## src/rtl/led_mode_ctrl_pkg.sv

```systemverilog
// Shared definitions for the LED mode controller and the LED shifter it drives.
//   - OP_* : shifter operation codes; the mode register uses the same encoding.
//   - mode_e : FSM state type, numerically identical to the op codes.
//   - CNT_W_DEF / DB_W_DEF : default step-tick and debounce counter widths.
package led_mode_ctrl_pkg;

    localparam int unsigned CNT_W_DEF = 23;
    localparam int unsigned DB_W_DEF  = 20;

    localparam logic [1:0] OP_HOLD = 2'b00;
    localparam logic [1:0] OP_ROTL = 2'b01;
    localparam logic [1:0] OP_ROTR = 2'b10;
    localparam logic [1:0] OP_INV  = 2'b11;

    typedef enum logic [1:0] {
        StIdle  = 2'b00,
        StRotl  = 2'b01,
        StRotr  = 2'b10,
        StBlink = 2'b11
    } mode_e;

endpackage

```

## src/rtl/sw_debounce.sv

```systemverilog
// One push switch: 2-flop synchronizer, debounce filter and press detector.
// Ports:
//   clk    : system clock, rising edge
//   rst_n  : asynchronous reset, active-high despite the name
//   sw_raw : raw asynchronous switch level, active-low
//   press  : one-cycle pulse in the cycle the debounced level falls 1 -> 0
module sw_debounce
    import led_mode_ctrl_pkg::*;
#(
    parameter int unsigned DB_W = DB_W_DEF
) (
    input  logic clk,
    input  logic rst_n,
    input  logic sw_raw,
    output logic press
);

    logic            sync1_q, sync1_d;
    logic            sync2_q, sync2_d;
    logic            db_q, db_d;
    logic [DB_W-1:0] cnt_q, cnt_d;
    logic            press_q, press_d;

    always_comb begin
        sync1_d = sw_raw;
        sync2_d = sync1_q;
        db_d    = db_q;
        cnt_d   = '0;
        // Count consecutive cycles of disagreement; any agreement clears the count.
        if (sync2_q != db_q) begin
            if (cnt_q == {DB_W{1'b1}}) begin
                db_d = sync2_q;
            end else begin
                cnt_d = cnt_q + 1'b1;
            end
        end
        press_d = db_q & ~db_d;
    end

    // Idle level is "released" (1), so reset never manufactures a press.
    always_ff @(posedge clk or posedge rst_n) begin
        if (rst_n) begin
            sync1_q <= 1'b1;
            sync2_q <= 1'b1;
            db_q    <= 1'b1;
            cnt_q   <= '0;
            press_q <= 1'b0;
        end else begin
            sync1_q <= sync1_d;
            sync2_q <= sync2_d;
            db_q    <= db_d;
            cnt_q   <= cnt_d;
            press_q <= press_d;
        end
    end

    assign press = press_q;

endmodule

```

## src/rtl/led_mode_ctrl.sv

```systemverilog
// LED mode controller: three debounced push switches select a shifter mode,
// and a free-running tick counter issues periodic step strobes in that mode.
// Ports:
//   clk   : system clock, rising edge
//   rst_n : asynchronous reset, active-high despite the name
//   sw    : raw active-low switches sw[3:1]
//   step  : one-cycle strobe telling the LED shifter to advance
//   op    : shifter operation while step=1, OP_HOLD otherwise
//   mode  : current FSM state (same encoding as op)
module led_mode_ctrl
    import led_mode_ctrl_pkg::*;
#(
    parameter int unsigned CNT_W = CNT_W_DEF,
    parameter int unsigned DB_W  = DB_W_DEF
) (
    input  logic       clk,
    input  logic       rst_n,
    input  logic [3:1] sw,
    output logic       step,
    output logic [1:0] op,
    output logic [1:0] mode
);

    logic [3:1] press;

    for (genvar k = 1; k <= 3; k++) begin : g_sw
        sw_debounce #(
            .DB_W(DB_W)
        ) u_sw_debounce (
            .clk   (clk),
            .rst_n (rst_n),
            .sw_raw(sw[k]),
            .press (press[k])
        );
    end

    mode_e            mode_q, mode_d;
    mode_e            target;
    logic             hit;
    logic             change;
    logic [CNT_W-1:0] cnt_q, cnt_d;
    logic             step_q, step_d;
    logic [1:0]       op_q, op_d;

    always_comb begin
        mode_d = mode_q;
        target = StIdle;
        hit    = 1'b0;
        // Fixed priority sw1 > sw2 > sw3; losing presses are dropped.
        if (press[1]) begin
            target = StRotl;
            hit    = 1'b1;
        end else if (press[2]) begin
            target = StRotr;
            hit    = 1'b1;
        end else if (press[3]) begin
            target = StBlink;
            hit    = 1'b1;
        end
        if (hit) begin
            mode_d = (mode_q == target) ? StIdle : target;
        end
        change = (mode_d != mode_q);

        if ((mode_q == StIdle) || change) begin
            cnt_d = '0;
        end else begin
            cnt_d = cnt_q + 1'b1;
        end

        // A mode change in the terminal-count cycle suppresses the old mode's step.
        step_d = (mode_q != StIdle) && !change && (cnt_q == {CNT_W{1'b1}});
        op_d   = OP_HOLD;
        if (step_d) begin
            op_d = mode_q;
        end
    end

    always_ff @(posedge clk or posedge rst_n) begin
        if (rst_n) begin
            mode_q <= StIdle;
            cnt_q  <= '0;
            step_q <= 1'b0;
            op_q   <= OP_HOLD;
        end else begin
            mode_q <= mode_d;
            cnt_q  <= cnt_d;
            step_q <= step_d;
            op_q   <= op_d;
        end
    end

    assign step = step_q;
    assign op   = op_q;
    assign mode = mode_q;

endmodule

```

## config.mk

```make
export PLATFORM = sky130hd
export DESIGN_NAME = led_mode_ctrl
export DESIGN_NICKNAME = d
export VERILOG_FILES = /design/src/rtl/led_mode_ctrl_pkg.sv /design/src/rtl/sw_debounce.sv /design/src/rtl/led_mode_ctrl.sv
export SDC_FILE = /design/constraint.sdc
export NUM_CORES = 1
export LEC_CHECK = 0
export BUFFER_PORTS_ARGS = -buffer_cell sky130_fd_sc_hd__buf_2
export CORE_AREA = 5 5 99 101
export DETAILED_ROUTE_END_ITERATION = 16
export DIE_AREA = 0 0 104 106
export PLACE_DENSITY = 0.7
export SYNTH_ARGS = -nofsm -noshare
export SYNTH_HDL_FRONTEND = slang
export SYNTH_HIERARCHICAL = 1
export SYNTH_SLANG_ARGS = --single-unit
```

## constraint.sdc

```tcl
create_clock -name clk -period 5.1 [get_ports clk]
set_input_delay 0.255 -clock clk [delete_from_list [all_inputs] [get_ports clk]]
set_output_delay 0.255 -clock clk [all_outputs]
set_load 0.05 [all_outputs]
```

==> results of run 1 <==
## registers in the layout, summed over array words and instances (netlist names)
name                        flops
g_sw.u_sw_debounce/cnt_q       60
cnt_q                          23
g_sw.u_sw_debounce/db_q         3
g_sw.u_sw_debounce/press        3
g_sw.u_sw_debounce/sync1_q      3
g_sw.u_sw_debounce/sync2_q      3
mode                            2
op                              2
step                            1
## worst paths after layout
| check | end | slack [ps] | cells after the start |
|---|---|---|---|
| min reg2reg | g_sw[1].u_sw_debounce/sync2_q$_DFF_PP1_ | 360 | 0 |
| min in group clk | g_sw[1].u_sw_debounce/sync2_q$_DFF_PP1_ | 360 | 0 |
| min | g_sw[2].u_sw_debounce/cnt_q[16]$_DFF_PP0_ | 110 | 2 |
| max | op[1]$_DFF_PP0_ | 3030 | 3 |
| max reg2reg | op[1]$_DFF_PP0_ | 3030 | 3 |
| max in group asynchronous | cnt_q[5]$_DFF_PP0_ | 4240 | 2 |
## cells by family after synthesis
logic type      synth area share (%)
xor+xnor                        11.5
buf+inv                         1.54
flops                           53.2
compound gates                  4.95
fa+ha+maj                       1.06
mux                            0.927
simple gates                    26.8
## power groups by stage
| stage | Clock [mW] | Combinational, mW | Sequential [mW] |
|---|---|---|---|
| 2_1_floorplan | 0 | 0.0282 | 0.825 |
| 3_3_place_gp | 0 | 0.0379 | 0.826 |
| 3_5_place_dp | 0 | 0.0385 | 0.827 |
| 4_1_cts | 0.478 | 0.0405 | 0.811 |
| 5_1_grt | 0.509 | 0.0463 | 0.813 |
| 6_report | 0.456 | 0.0383 | 0.812 |
## worst max-delay path: cells and delay by family, from the launching register on
family | cells | cell delay, ps
flip-flops | 1 | 430
AND/OR/NAND/NOR | 3 | 1580
## cells in the final DEF (no fill, tap or decap), types with 13 or more instances in the layout
cell type / Yosys / routed
sky130_fd_sc_hd__nand2_1: 30 / 30
sky130_fd_sc_hd__dfrtp_1: 91 / 91
sky130_fd_sc_hd__nor2_1: 71 / 71
sky130_fd_sc_hd__a21oi_1: 15 / 15
sky130_fd_sc_hd__nor4_1: 15 / 15
sky130_fd_sc_hd__nand4_1: 15 / 15
sky130_fd_sc_hd__xnor2_1: 38 / 38
sky130_fd_sc_hd__o21ai_0: 13 / 13
sky130_fd_sc_hd__nand3_1: 28 / 28
sky130_fd_sc_hd__xor2_1: 24 / 24
## area by class of cell
| cell class | instances | share of cell area, % |
|---|---|---|
| Sequential cell | 100 | 49.4 |
| Inverter | 12 | 0.885 |
| Multi-Input combinational cell | 341 | 42.1 |
| Clock inverter | 3 | 0.516 |
| Tap cell | 111 | 2.73 |
| Timing Repair Buffer | 12 | 1.48 |
| Clock buffer | 13 | 2.93 |
## metal layers
metal	GRT usage (%)	routed length, um
met1	21.1	3930
met5	0	0
met4	4.72	91
met3	4.19	269
met2	26.5	4050
==> metrics.yaml, run 1 <==
cts-hold-fix-buffers: 3
power_internal_mw: 1.01
synth.yosys.seq_area_share_pct: 53.2
final-instance-count-excl-fill: 592
syn_area_mm2: 0.00473
crit_path_time_final_ps: 2070
synthTopCellsByArea: "sky130_fd_sc_hd__dfrtp_1, sky130_fd_sc_hd__xnor2_1, sky130_fd_sc_hd__nor2_1"
grt_start_max_net_pins: 29
die_h_um: 106
clock_tree_from_tritoncts: "done"
power.share.clock_pct: 34.9
clock-root-buffer: "sky130_fd_sc_hd__clkbuf_8"
setup-violations-final: 0
power.share.switching_pct: 22.8
timing.final.ws_setup_ps: 3030
htreeDepth: 3
die_area_mm2: 0.0110
number_of_global_route_vias_before_repair: 3338
grt.total_usage_pct: 16.1
power.combinational.fraction_pct: 2.9
crit_path_max_fanout: 23
timing.setup.critical_path_class: "reg -> reg"
timing_hold_violations_final: 0
average_cell_area_after_synthesis_um2: 10.3
initial_core_util_pct: 52.9
detail_route.drc_violations: 0
vdd.ir_drop.worst_v: 0.000119
area_of_combinational_cells_with_multiple_inputs_mm2: 0.00214
insertion_delay_ps: 360
syn-num-nets: 468
status: "completed"
total_switching_power_mw: 0.298
post-route-cell-area_mm2: 0.00509
via_count: 3334
cts_inserted_buffers: 9
worst_setup_path_startpoint: "g_sw[2].u_sw_debounce/press$_DFF_PP0_"
async_flop_share_pct: 100
dr.first_iter.drc_count: 77
cp_data_arrival_time_ps: 2370
holdCritPathClass: "in -> async"
synth_edf_count: 0
synth_flop_cell: "sky130_fd_sc_hd__dfrtp_1"
cts_repair_resize_count: 0
routed_wl_um: 8340
post_drt_via_cell_ratio: 5.63
post-cts-setup-buffers: 0
timing.critical_path.slowest_stage_cell: "sky130_fd_sc_hd__or4_1"
yosys.area.top_type: "sky130_fd_sc_hd__dfrtp_1"
grt_setup_unrepaired: "no"
fp_rows: 35
number_of_i_o_port_buffers: 9
yosys_register_bits: 100
pwr_cell_area_mw_per_mm2: 257
slowest_delay_ps: 890
placement.cell_area_mm2: 0.00488
maxClockFrequency_ghz: 0.483
fin_setup_tns_ps: 0
gp_routability_congestion: 0.805
layout.area.seq_mm2: 0.00251
total_power_mw: 1.31
antenna_cells: 0
finalCritPeriodShare_pct: 40.6
post-dp-hpwl_um: 5760
finalCoreUtilization_pct: 56.9
timing.critical_path.cells: "or4_1 > nor4_1 > and2_1"
clockBufferDepth: 2
timing.max_slew.rel_slack_pct: 28.1
worst_setup_path_end_kind: "flip-flop"
grt_antenna_before_repair: 0
ys_top_cells_by_count: "sky130_fd_sc_hd__dfrtp_1, sky130_fd_sc_hd__nor2_1, sky130_fd_sc_hd__xnor2_1"
drtPass1Iterations: 4
core-area_mm2: 0.00893
max_cap_viol_count: 0
skew_ps: 11.6
fin_hold_ws_ps: 114
ant_nets: 0
floorplan.io_pins: 10
netlist.area_leader.share_pct: 48.2
clk_pin_slew_ps: 100
worst_ep_required_time_ps: 5390
dp_slack_ps: 3030
wl_per_cell_um: 14.1
num-fill-cells: 793
yosys_warnings: 6
final_layout_size_suffix_gt1_share_pct: 10.2
leakagePower_nw: 2.09
syn_inst: 459
r2r-start: "g_sw[2].u_sw_debounce/press$_DFF_PP0_"
worstMarginPinSlew_ps: 1080
critical_path.startpoint_type: "flip-flop"
finalNetCount: 485
dpl.cell_count: 573
grt_overflow_total: 0
fp.dieW_um: 104
synthToLayoutAreaGrowth_pct: 7.65
post_synth_cell_types: 35
maxSlewViolCount: 0
cts.sink_count: 100
pwr-share-seq_pct: 62.2
synth_most_common_cell: "sky130_fd_sc_hd__dfrtp_1"
first_pass_grt_wire_length_um: 14900
(Power assumes the default switching activity.)
==> inputs of run 2 (changes only) <==
==> constraint.sdc (replaced) <==
create_clock -name clk -period 2.1 [get_ports clk]
set_input_delay 0.105 -clock clk [delete_from_list [all_inputs] [get_ports clk]]
set_output_delay 0.105 -clock clk [all_outputs]
set_load 0.05 [all_outputs]
==> metrics.yaml, run 2 (synthesis results as in run 1) <==
total_power_mw: 3.26
power_internal_mw: 2.47
dpl.cell_count: 580
cp_data_arrival_time_ps: 2200
clock-root-buffer: "sky130_fd_sc_hd__clkbuf_8"
first_pass_grt_wire_length_um: 14700
clk_pin_slew_ps: 100
antenna_cells: 0
crit_path_max_fanout: 10
crit_path_time_final_ps: 1900
vdd.ir_drop.worst_v: 0.000411
holdCritPathClass: "in -> async"
grt_start_max_net_pins: 29
worst_reg2reg_endpoint: "op[0]$_DFF_PP0_"
largestRegisters: "g_sw.u_sw_debounce/cnt_q x60, cnt_q x23"
synthToLayoutAreaGrowth_pct: 9.32
wl_per_cell_um: 13.7
regMostFlops: "g_sw.u_sw_debounce/cnt_q"
grt_antenna_before_repair: 0
worstMarginPinSlew_ps: 889
drtPass1Iterations: 4
die_area_mm2: 0.0110
final_layout_size_suffix_gt1_share_pct: 12.1
mostFrequentLayoutCell: "sky130_fd_sc_hd__dfrtp_1"
gp_routability_congestion: 0.822
most-common-layout-cells: "sky130_fd_sc_hd__dfrtp_1, sky130_fd_sc_hd__nor2_1, sky130_fd_sc_hd__xnor2_1, sky130_fd_sc_hd__nand2_1, sky130_fd_sc_hd__nand3_1"
via_count: 3297
timing.final.ws_setup_ps: 203
dr.first_iter.drc_count: 89
number_of_i_o_port_buffers: 9
critical_path.startpoint_type: "flip-flop"
number_of_global_route_vias_before_repair: 3255
grt_overflow_total: 0
htreeDepth: 3
dp_slack_ps: 234
power.share.clock_pct: 36.6
max_cap_viol_count: 0
core-area_mm2: 0.00893
r2r_cells: 5
fp_rows: 35
timing.max_slew.rel_slack_pct: 40.7
num-fill-cells: 799
clock_tree_from_tritoncts: "done"
largest_register_ff_count: 60
post-dp-hpwl_um: 5640
worst_ep_required_time_ps: 2410
worst_setup_path_end_kind: "flip-flop"
maxSlewViolCount: 0
detail_route.drc_violations: 0
timing.setup.critical_path_class: "reg -> reg"
initial_core_util_pct: 52.9
fin_setup_tns_ps: 0
timing.reg2reg.setup_slack_ps: 200
cts_inserted_buffers: 9
fp.dieW_um: 104
grt.total_usage_pct: 16.0
status: "completed"
die_h_um: 106
setup-violations-final: 0
leakagePower_nw: 2.14
maxClockFrequency_ghz: 0.527
floorplan.io_pins: 10
insertion_delay_ps: 370
power.combinational.fraction_pct: 3.0
ant_nets: 0
routed_wl_um: 8200
finalCritPeriodShare_pct: 90.4
r2r-start: "cnt_q[0]$_DFF_PP0_"
clockBufferDepth: 2
grt_setup_unrepaired: "no"
power.share.switching_pct: 24.3
cts.sink_count: 100
total_switching_power_mw: 0.793
post-cts-setup-buffers: 0
post_drt_via_cell_ratio: 5.50
pwr_cell_area_mw_per_mm2: 631
finalNetCount: 493
final-instance-count-excl-fill: 600
pwr-share-seq_pct: 60.4
skew_ps: 11.2
timing_hold_violations_final: 0
-- run 2: cell types whose count changed in the layout (fill, tap and decap cells not counted) --
cell	delta
sky130_fd_sc_hd__buf_4	+7
sky130_fd_sc_hd__clkbuf_1	-3
sky130_fd_sc_hd__clkinv_2	+1
sky130_fd_sc_hd__clkinv_4	-2
sky130_fd_sc_hd__dlygate4sd3_1	+1
sky130_fd_sc_hd__inv_6	+2
sky130_fd_sc_hd__inv_8	+2
-- run 2: through the flow --
| stage | util [%] | hold slack, ps | instance area (um2) |
|---|---|---|---|
| after global routing | 57.8 | 343 | 5170 |
| after global placement | 55.2 | 210 | 4930 |
| after detailed placement | 55.2 | 212 | 4930 |
| final | 57.8 | 344 | 5170 |
| after CTS | 57.8 | 338 | 5170 |
| after floorplan | - | 109 | 4730 |
-- run 2: critical path: stages (launching register included) --
cell	delay (ps)
sky130_fd_sc_hd__dfrtp_1	430
sky130_fd_sc_hd__ha_1	230
sky130_fd_sc_hd__and4_1	320
sky130_fd_sc_hd__nand4_2	270
sky130_fd_sc_hd__nor4_1	400
sky130_fd_sc_hd__and2_1	180
-- run 2: power by group through the flow --
| stage | combinational, mW | sequential, mW | clock (mW) |
|---|---|---|---|
| after floorplan | 0.0686 | 2.00 | 0 |
| after global placement | 0.0963 | 2.00 | 0 |
| after detailed placement | 0.0962 | 2.01 | 0 |
| final | 0.0982 | 1.97 | 1.19 |
| after global routing | 0.116 | 1.97 | 1.33 |
| after CTS | 0.103 | 1.97 | 1.24 |
-- run 2: per-layer routing --
metal / vias to the layer above / global-route usage (%) / routed length, um
met2: 28 / 25.0 / 3830
li1: 1664 / - / -
met3: 8 / 4.86 / 244
met5: - / 0 / 0
met4: 0 / 4.72 / 93
met1: 1597 / 21.5 / 4030
-- run 2: final cells by class --
cell class              count  area [um2]  area share (%)
repair buffers             20         138            2.66
multi-input cells         341        2140            41.4
inverters                  12        45.0           0.872
clock buffers              10         138            2.66
clock inverters             6        53.8            1.04
flip-flops and latches    100        2510            48.7
well taps                 111         139            2.69
-- run 2: worst max-delay path by stage --
stage | startpoint | endpoint | slack, ps
final | cnt_q[0]$_DFF_PP0_ | op[0]$_DFF_PP0_ | 200
after global routing | cnt_q[0]$_DFF_PP0_ | op[0]$_DFF_PP0_ | 30
after CTS | cnt_q[0]$_DFF_PP0_ | op[0]$_DFF_PP0_ | 210
after detailed placement | cnt_q[0]$_DFF_PP0_ | op[0]$_DFF_PP0_ | 230
after global placement | cnt_q[0]$_DFF_PP0_ | op[1]$_DFF_PP0_ | 320
after floorplan | mode[0]$_DFF_PP0_ | cnt_q[16]$_DFF_PP0_ | 210
-- run 2: repair_timing --
action / 4_1_cts / 5_1_grt
endpoints found under the hold margin: 94 / 0
gates resized for setup: 0 / 0
hold buffers: 4 / 0
setup endpoints to repair: 0 / 0
